==> src/rtl/axi_probe_target.sv <==
// axi_probe_target: AXI-lite responder with a small word-addressed memory, OKAY in range, SLVERR outside.
// Optional PROBE_TARGET_STALL_EN adds LFSR-driven ready stalls on AW, W and AR.
module axi_probe_target #(
  parameter int          DEPTH      = 16,
  parameter logic [31:0] BASE_ADDR  = 32'h0000_0000,
  parameter logic [15:0] STALL_SEED = 16'hACE1
) (
  input  logic        clk,
  input  logic        m_aresetn,
  input  logic [31:0] s_axi_awaddr,
  input  logic        s_axi_awvalid,
  output logic        s_axi_awready,
  input  logic [31:0] s_axi_wdata,
  input  logic [3:0]  s_axi_wstrb,
  input  logic        s_axi_wvalid,
  output logic        s_axi_wready,
  output logic [1:0]  s_axi_bresp,
  output logic        s_axi_bvalid,
  input  logic        s_axi_bready,
  input  logic [31:0] s_axi_araddr,
  input  logic        s_axi_arvalid,
  output logic        s_axi_arready,
  output logic [31:0] s_axi_rdata,
  output logic [1:0]  s_axi_rresp,
  output logic        s_axi_rvalid,
  input  logic        s_axi_rready,
  output logic [7:0]  err_count
);
  localparam int AW = $clog2(DEPTH);
  typedef enum logic {R_IDLE, R_RESP} r_state_t;
  function automatic logic hit(input logic [31:0] a);
    return a >= BASE_ADDR && (a - BASE_ADDR) < 32'(DEPTH * 4);
  endfunction
  logic [31:0] mem [DEPTH];
  logic        aw_held, w_held;
  logic [31:0] aw_addr, w_data;
  logic [3:0]  w_strb;
  logic [2:0]  stall;
  r_state_t    state, state_d;
  logic        aw_hs, w_hs, ar_hs, commit, b_err, r_err;
  logic [8:0]  err_sum;
`ifdef PROBE_TARGET_STALL_EN
  logic [15:0] lfsr;
  always_ff @(posedge clk or negedge m_aresetn)
    if (!m_aresetn) lfsr <= STALL_SEED;
    else lfsr <= {lfsr[14:0], lfsr[15] ^ lfsr[13] ^ lfsr[12] ^ lfsr[10]};
  assign stall = lfsr[2:0];
`else
  assign stall = 3'b000;
`endif
  assign s_axi_awready = !aw_held && !stall[0];
  assign s_axi_wready  = !w_held && !stall[1];
  assign aw_hs  = s_axi_awvalid && s_axi_awready;
  assign w_hs   = s_axi_wvalid && s_axi_wready;
  assign ar_hs  = s_axi_arvalid && s_axi_arready;
  assign commit = aw_held && w_held && !s_axi_bvalid;
  assign b_err  = commit && !hit(aw_addr);
  assign r_err  = ar_hs && !hit(s_axi_araddr);
  assign err_sum = {1'b0, err_count} + 9'(b_err) + 9'(r_err);
  always_ff @(posedge clk or negedge m_aresetn)
    if (!m_aresetn) state <= R_IDLE;
    else state <= state_d;
  always_comb
    state_d = state == R_IDLE ? (ar_hs ? R_RESP : R_IDLE)
                              : (s_axi_rready ? R_IDLE : R_RESP);
  always_comb begin
    s_axi_arready = state == R_IDLE && !stall[2];
    s_axi_rvalid  = state == R_RESP;
  end
  always_ff @(posedge clk or negedge m_aresetn)
    if (!m_aresetn) begin
      aw_held <= 1'b0;
      w_held <= 1'b0;
      aw_addr <= '0;
      w_data <= '0;
      w_strb <= '0;
      s_axi_bvalid <= 1'b0;
      s_axi_bresp <= 2'b00;
      s_axi_rdata <= '0;
      s_axi_rresp <= 2'b00;
      err_count <= '0;
    end else begin
      if (aw_hs) begin
        aw_held <= 1'b1;
        aw_addr <= s_axi_awaddr;
      end else if (commit) aw_held <= 1'b0;
      if (w_hs) begin
        w_held <= 1'b1;
        w_data <= s_axi_wdata;
        w_strb <= s_axi_wstrb;
      end else if (commit) w_held <= 1'b0;
      if (commit) begin
        s_axi_bvalid <= 1'b1;
        s_axi_bresp <= b_err ? 2'b10 : 2'b00;
      end else if (s_axi_bready) s_axi_bvalid <= 1'b0;
      if (ar_hs) begin
        s_axi_rdata <= r_err ? 32'h0 : mem[s_axi_araddr[AW+1:2]];
        s_axi_rresp <= r_err ? 2'b10 : 2'b00;
      end
      err_count <= err_sum[8] ? 8'hFF : err_sum[7:0];
    end
  // Memory is deliberately left unreset; non-blocking update gives reads the pre-write word.
  always_ff @(posedge clk)
    if (commit && !b_err)
      for (int i = 0; i < 4; i++)
        if (w_strb[i]) mem[aw_addr[AW+1:2]][8*i+:8] <= w_data[8*i+:8];
endmodule
==> config.mk <==
export PLATFORM = sky130hd
export DESIGN_NAME = axi_probe_target
export DESIGN_NICKNAME = d
export VERILOG_FILES = /design/src/rtl/axi_probe_target.sv
export SDC_FILE = /design/constraint.sdc
export NUM_CORES = 1
export LEC_CHECK = 0
export ABC_CLOCK_PERIOD_IN_PS = 3300
export CAP_MARGIN = 10
export CELL_PAD_IN_SITES_DETAIL_PLACEMENT = 1
export CELL_PAD_IN_SITES_GLOBAL_PLACEMENT = 1
export CORE_ASPECT_RATIO = 0.6
export CORE_MARGIN = 10
export CORE_UTILIZATION = 52
export DETAILED_ROUTE_END_ITERATION = 8
export GPL_TIMING_DRIVEN = 0
export PLACE_DENSITY = 0.78
export SYNTH_ARGS = -nofsm -noshare
export SYNTH_HDL_FRONTEND = slang
export SYNTH_SLANG_ARGS = --single-unit
==> constraint.sdc <==
create_clock -name clk -period 3.3 [get_ports clk]
set_clock_uncertainty 0.2 [all_clocks]
set_input_delay 0.66 -clock clk [delete_from_list [all_inputs] [get_ports clk]]
set_output_delay 0.66 -clock clk [all_outputs]
set_load 0.03 [all_outputs]
==> results by group <==
Cells and area
  • FILL cells: 3800
  • Net count reported at finish: 1487
  • Finished Cell Area: approximately 0.028 mm^2
  • Final design utilization: around 62%
  • Share of cells above drive strength 1: around 20%
  • N_diodes: 0
  • Area Overhead vs Synth: 17.4%

Min path
  • WHS Endpoint: s_axi_rdata[23]$_DFFE_PN0P_
  • Hold path startpoint: s_axi_rdata[23]$_DFFE_PN0P_
  • Hold Path Cell Cnt: 1
  • Hold WC Path Type: reg -> reg

Floorplan
  • Cell row count: 60
  • DIE AREA: 0.0555 mm^2
  • Io pins: 156
  • Die X: 298 um
  • Die Span Y: between 150 and 200 um
  • Core area: 0.0453 mm^2
  • Initial core utilization: a little over half

CTS
  • Total setup buffers inserted after CTS: 0
  • Root buffer cell: clkbuf_16
  • Clk_lat worst skew: ~0.6 ns
  • CTS Buf Count: 55
  • CTS tree: yes
  • Reg clk slew, reported paths: ~0.07 ns
  • CTS sink cnt: between 600 and 700
  • Clk buf depth: 3
  • CTS H-tree lvls: 2

Setup path
  • Crit path cell chain: nor4_1 -> and4_1 -> nand4_1 -> clkbuf_1 -> nor2_1
  • Number of buffers and inverters on the critical path: 1
  • R2r startpoint: aw_addr[24]$_DFFE_PN0P_
  • Slowest stage cell on the critical path: nor2_1
  • Critical path class: reg -> reg
  • Reg2Reg Setup Slack: -0.18 ns
  • Slowest stage delay, CP: 0.93 ns
  • Crit end category: flop
  • Critical Path RT: between 3 and 4 ns
  • R2r endpoint: mem[8][12]$_DFFE_PP_
  • R2R depth: 5
  • Arrival @ worst endpoint: approximately 3.5 ns
  • Largest delay share family, worst path: simple AND/OR/NAND/NOR gates
  • Worst-path maximum fanout: 10
  • Crit path depth: 5
  • Startpoint types: flop

Placement
  • Port Buffers: roughly 150
  • Post-DP HPWL: 43000 um
  • GPL Wtd Cong: 0.781
  • Area post-placement: between 0.02 and 0.03 mm^2

Run status
  • Failing checks: negative setup slack
  • Outcome: finished, violations left

Detailed routing
  • Drt via density: approximately 6.2
  • DRT Pass-1 Iters: 7
  • # DRC: 0
  • Iter 0 DRT Violations: between 1000 and 1500
  • Total Wirelength: around 65000 um
  • Via count: between 10000 and 15000
  • DR WL/cell: around 32 um
  • Final ANT Viol Nets: 0

Synthesis
  • Mapped Cells: between 1000 and 1500
  • Synth Cell Area: approximately 0.024 mm^2
  • Yosys warns: 0
  • Area share of the largest cell type after synthesis: between 60% and 70%
  • Syn avg cell area: between 20 and 25 um^2
  • Largest area contributor in the netlist: edfxtp_1
  • Library cells used by synthesis: 33
  • FF+latch count, synth: around 620
  • Largest cells by area after synthesis: edfxtp_1, dfrtp_1, mux4_2, mux4_1, mux2_2
  • Register area share after synthesis: 75.6%

GRT
  • GRT Util Overall: between 20% and 30%
  • Pin count of the biggest net entering global routing: 84
  • Grt ovf: 0
  • First-pass GRT wire length: 94600 um
  • Vias in the first global route: ~14000
  • Initial antenna violation count: 0

Timing
  • Worst slew pin tran: about 1.3 ns
  • RSZ-0062 raised after global routing: yes
  • Max-slew violation count: 0
  • Hold WS: slightly above 0.3 ns
  • Final Hold Fails: 0
  • Final setup fails: about 150
  • Highest Clock Rate: between 200 and 300 MHz
  • Relative slew slack: between 10 and 15%
  • Worst Slack Setup Final: -0.183 ns
  • Tmin final: 3.48 ns
  • Final worst-path cycle share: 106%

Pwr
  • Total leakage power: 0.00945 uW
  • VDD IR max: between 0.4 and 0.5 mV
  • Pwr Density: ~700 mW/mm^2

Job
  • Maxcap violations: 0
routing by layer:
metal | track usage [%] | wire [um] | share of wire (%)
met5 | 0 | 0 | 0
met1 | 32.8 | 27800 | 43
met2 | 36.2 | 30700 | 47
met4 | 5.15 | 1290 | 2.0
met3 | 4.81 | 4950 | 7.6
flip-flops by register name, summed over array words and instances (netlist names):
signal and flops:
mem 512, s_axi_rdata 32, w_data 32, aw_addr 30, err_count 8, w_strb 4
aw_held 1, s_axi_bresp 1, s_axi_bvalid 1, s_axi_rresp 1, s_axi_rvalid 1, w_held 1
cells in the mapped netlist:
cell type	n
conb_1	1
nand3_1	13
edfxtp_1	512
nand4_1	6
nand2b_1	2
a22oi_1	64
xnor2_1	2
o21ai_0	3
dfrtp_1	112
buf_2	8
nor2b_1	8
mux4_1	37
xor2_1	2
clkbuf_1	28
and3_1	1
nor3_1	1
nand2_1	50
buf_12	10
ha_1	1
fa_1	1
nor2_1	79
buf_1	10
a21oi_1	2
mux4_2	91
nor4_1	12
buf_6	2
and4_1	1
inv_1	5
mux2_2	67
and2_1	2
buf_4	4
nor3_2	2
a22o_1	32
placed cells by master, fill, tap and decap left out, types with 3 or more instances in the layout:
cell and count:
a22o_1 32, a22oi_1 64, buf_1 10, buf_12 10
buf_2 8, buf_4 4, buf_6 3, bufinv_16 6
clkbuf_1 33, clkbuf_16 55, clkbuf_8 4, clkdlybuf4s50_1 146
clkinv_1 14, clkinv_2 10, dfrtp_1 112, edfxtp_1 512
inv_1 5, mux2_2 67, mux4_1 37, mux4_2 91
nand2_1 50, nand3_1 13, nand4_1 6, nor2_1 54
nor2_2 16, nor2_4 9, nor2b_1 8, nor4_1 12
o21ai_0 3
kinds of logic after synthesis:
| logic type | synth area share (%) |
|---|---|
| DFF | 75.6 |
| muxes | 15.7 |
| and+or+nand+nor | 3.23 |
| AOI/OAI and AO/OA | 3.27 |
| buffers and inverters | 1.89 |
| xor gates and xnor gates | 0.146 |
| adders and majority gates | 0.135 |
| other | 0.0156 |
how the worst max path moves through the flow:
stage | start | slack (ns) | to
CTS | aw_addr[24]$_DFFE_PN0P_ | -0.16 | mem[10][12]$_DFFE_PP_
global placement | m_aresetn | -3.53 | w_data[11]$_DFFE_PN0P_
global route | aw_addr[24]$_DFFE_PN0P_ | -0.30 | mem[15][6]$_DFFE_PP_
finish | aw_addr[24]$_DFFE_PN0P_ | -0.18 | mem[8][12]$_DFFE_PP_
floorplan | s_axi_rvalid$_DFF_PN0_ | 0.61 | err_count[7]$_DFF_PN0_
detailed placement | s_axi_arvalid | -0.48 | err_count[0]$_DFF_PN0_
stage by stage:
step           cells  setup TNS [ns]  setup WS, ns  total power, uW
3_3_place_gp    1939         -399.28         -3.53            13100
6_report        2041          -15.23        -0.183            19700
2_1_floorplan   1172               0         0.613            12000
3_5_place_dp    1940          -11.50        -0.484            13300
4_1_cts         2041          -14.42        -0.156            19700
5_1_grt         2041          -47.63        -0.303            20400
power breakdown:
| group | total (uW) | switching (uW) | internal [uW] |
|---|---|---|---|
| sequential | 11300 | 1280 | 9980 |
| clock | 6440 | 2830 | 3600 |
| combinational | 1980 | 1050 | 931 |
timing repair:
item	in CTS	in global routing
gates cloned	0	0
endpoints found under the hold margin	29	0
resized for setup	19	17
endpoints found under the setup margin	240	334
hold buffers	1	0
cell type report:
type	instances	area (um^2)	share of cell area, %
inverter	5	18.8	0.0665
clock buffer	65	1450	5.15
tap	620	776	2.75
buffer	62	437	1.55
timing repair buffer	149	1510	5.35
multi-input combinational	481	5520	19.6
sequential	624	18200	64.4
clock inverter	35	320	1.14
Note: power is estimated with default switching activity, not from simulation.
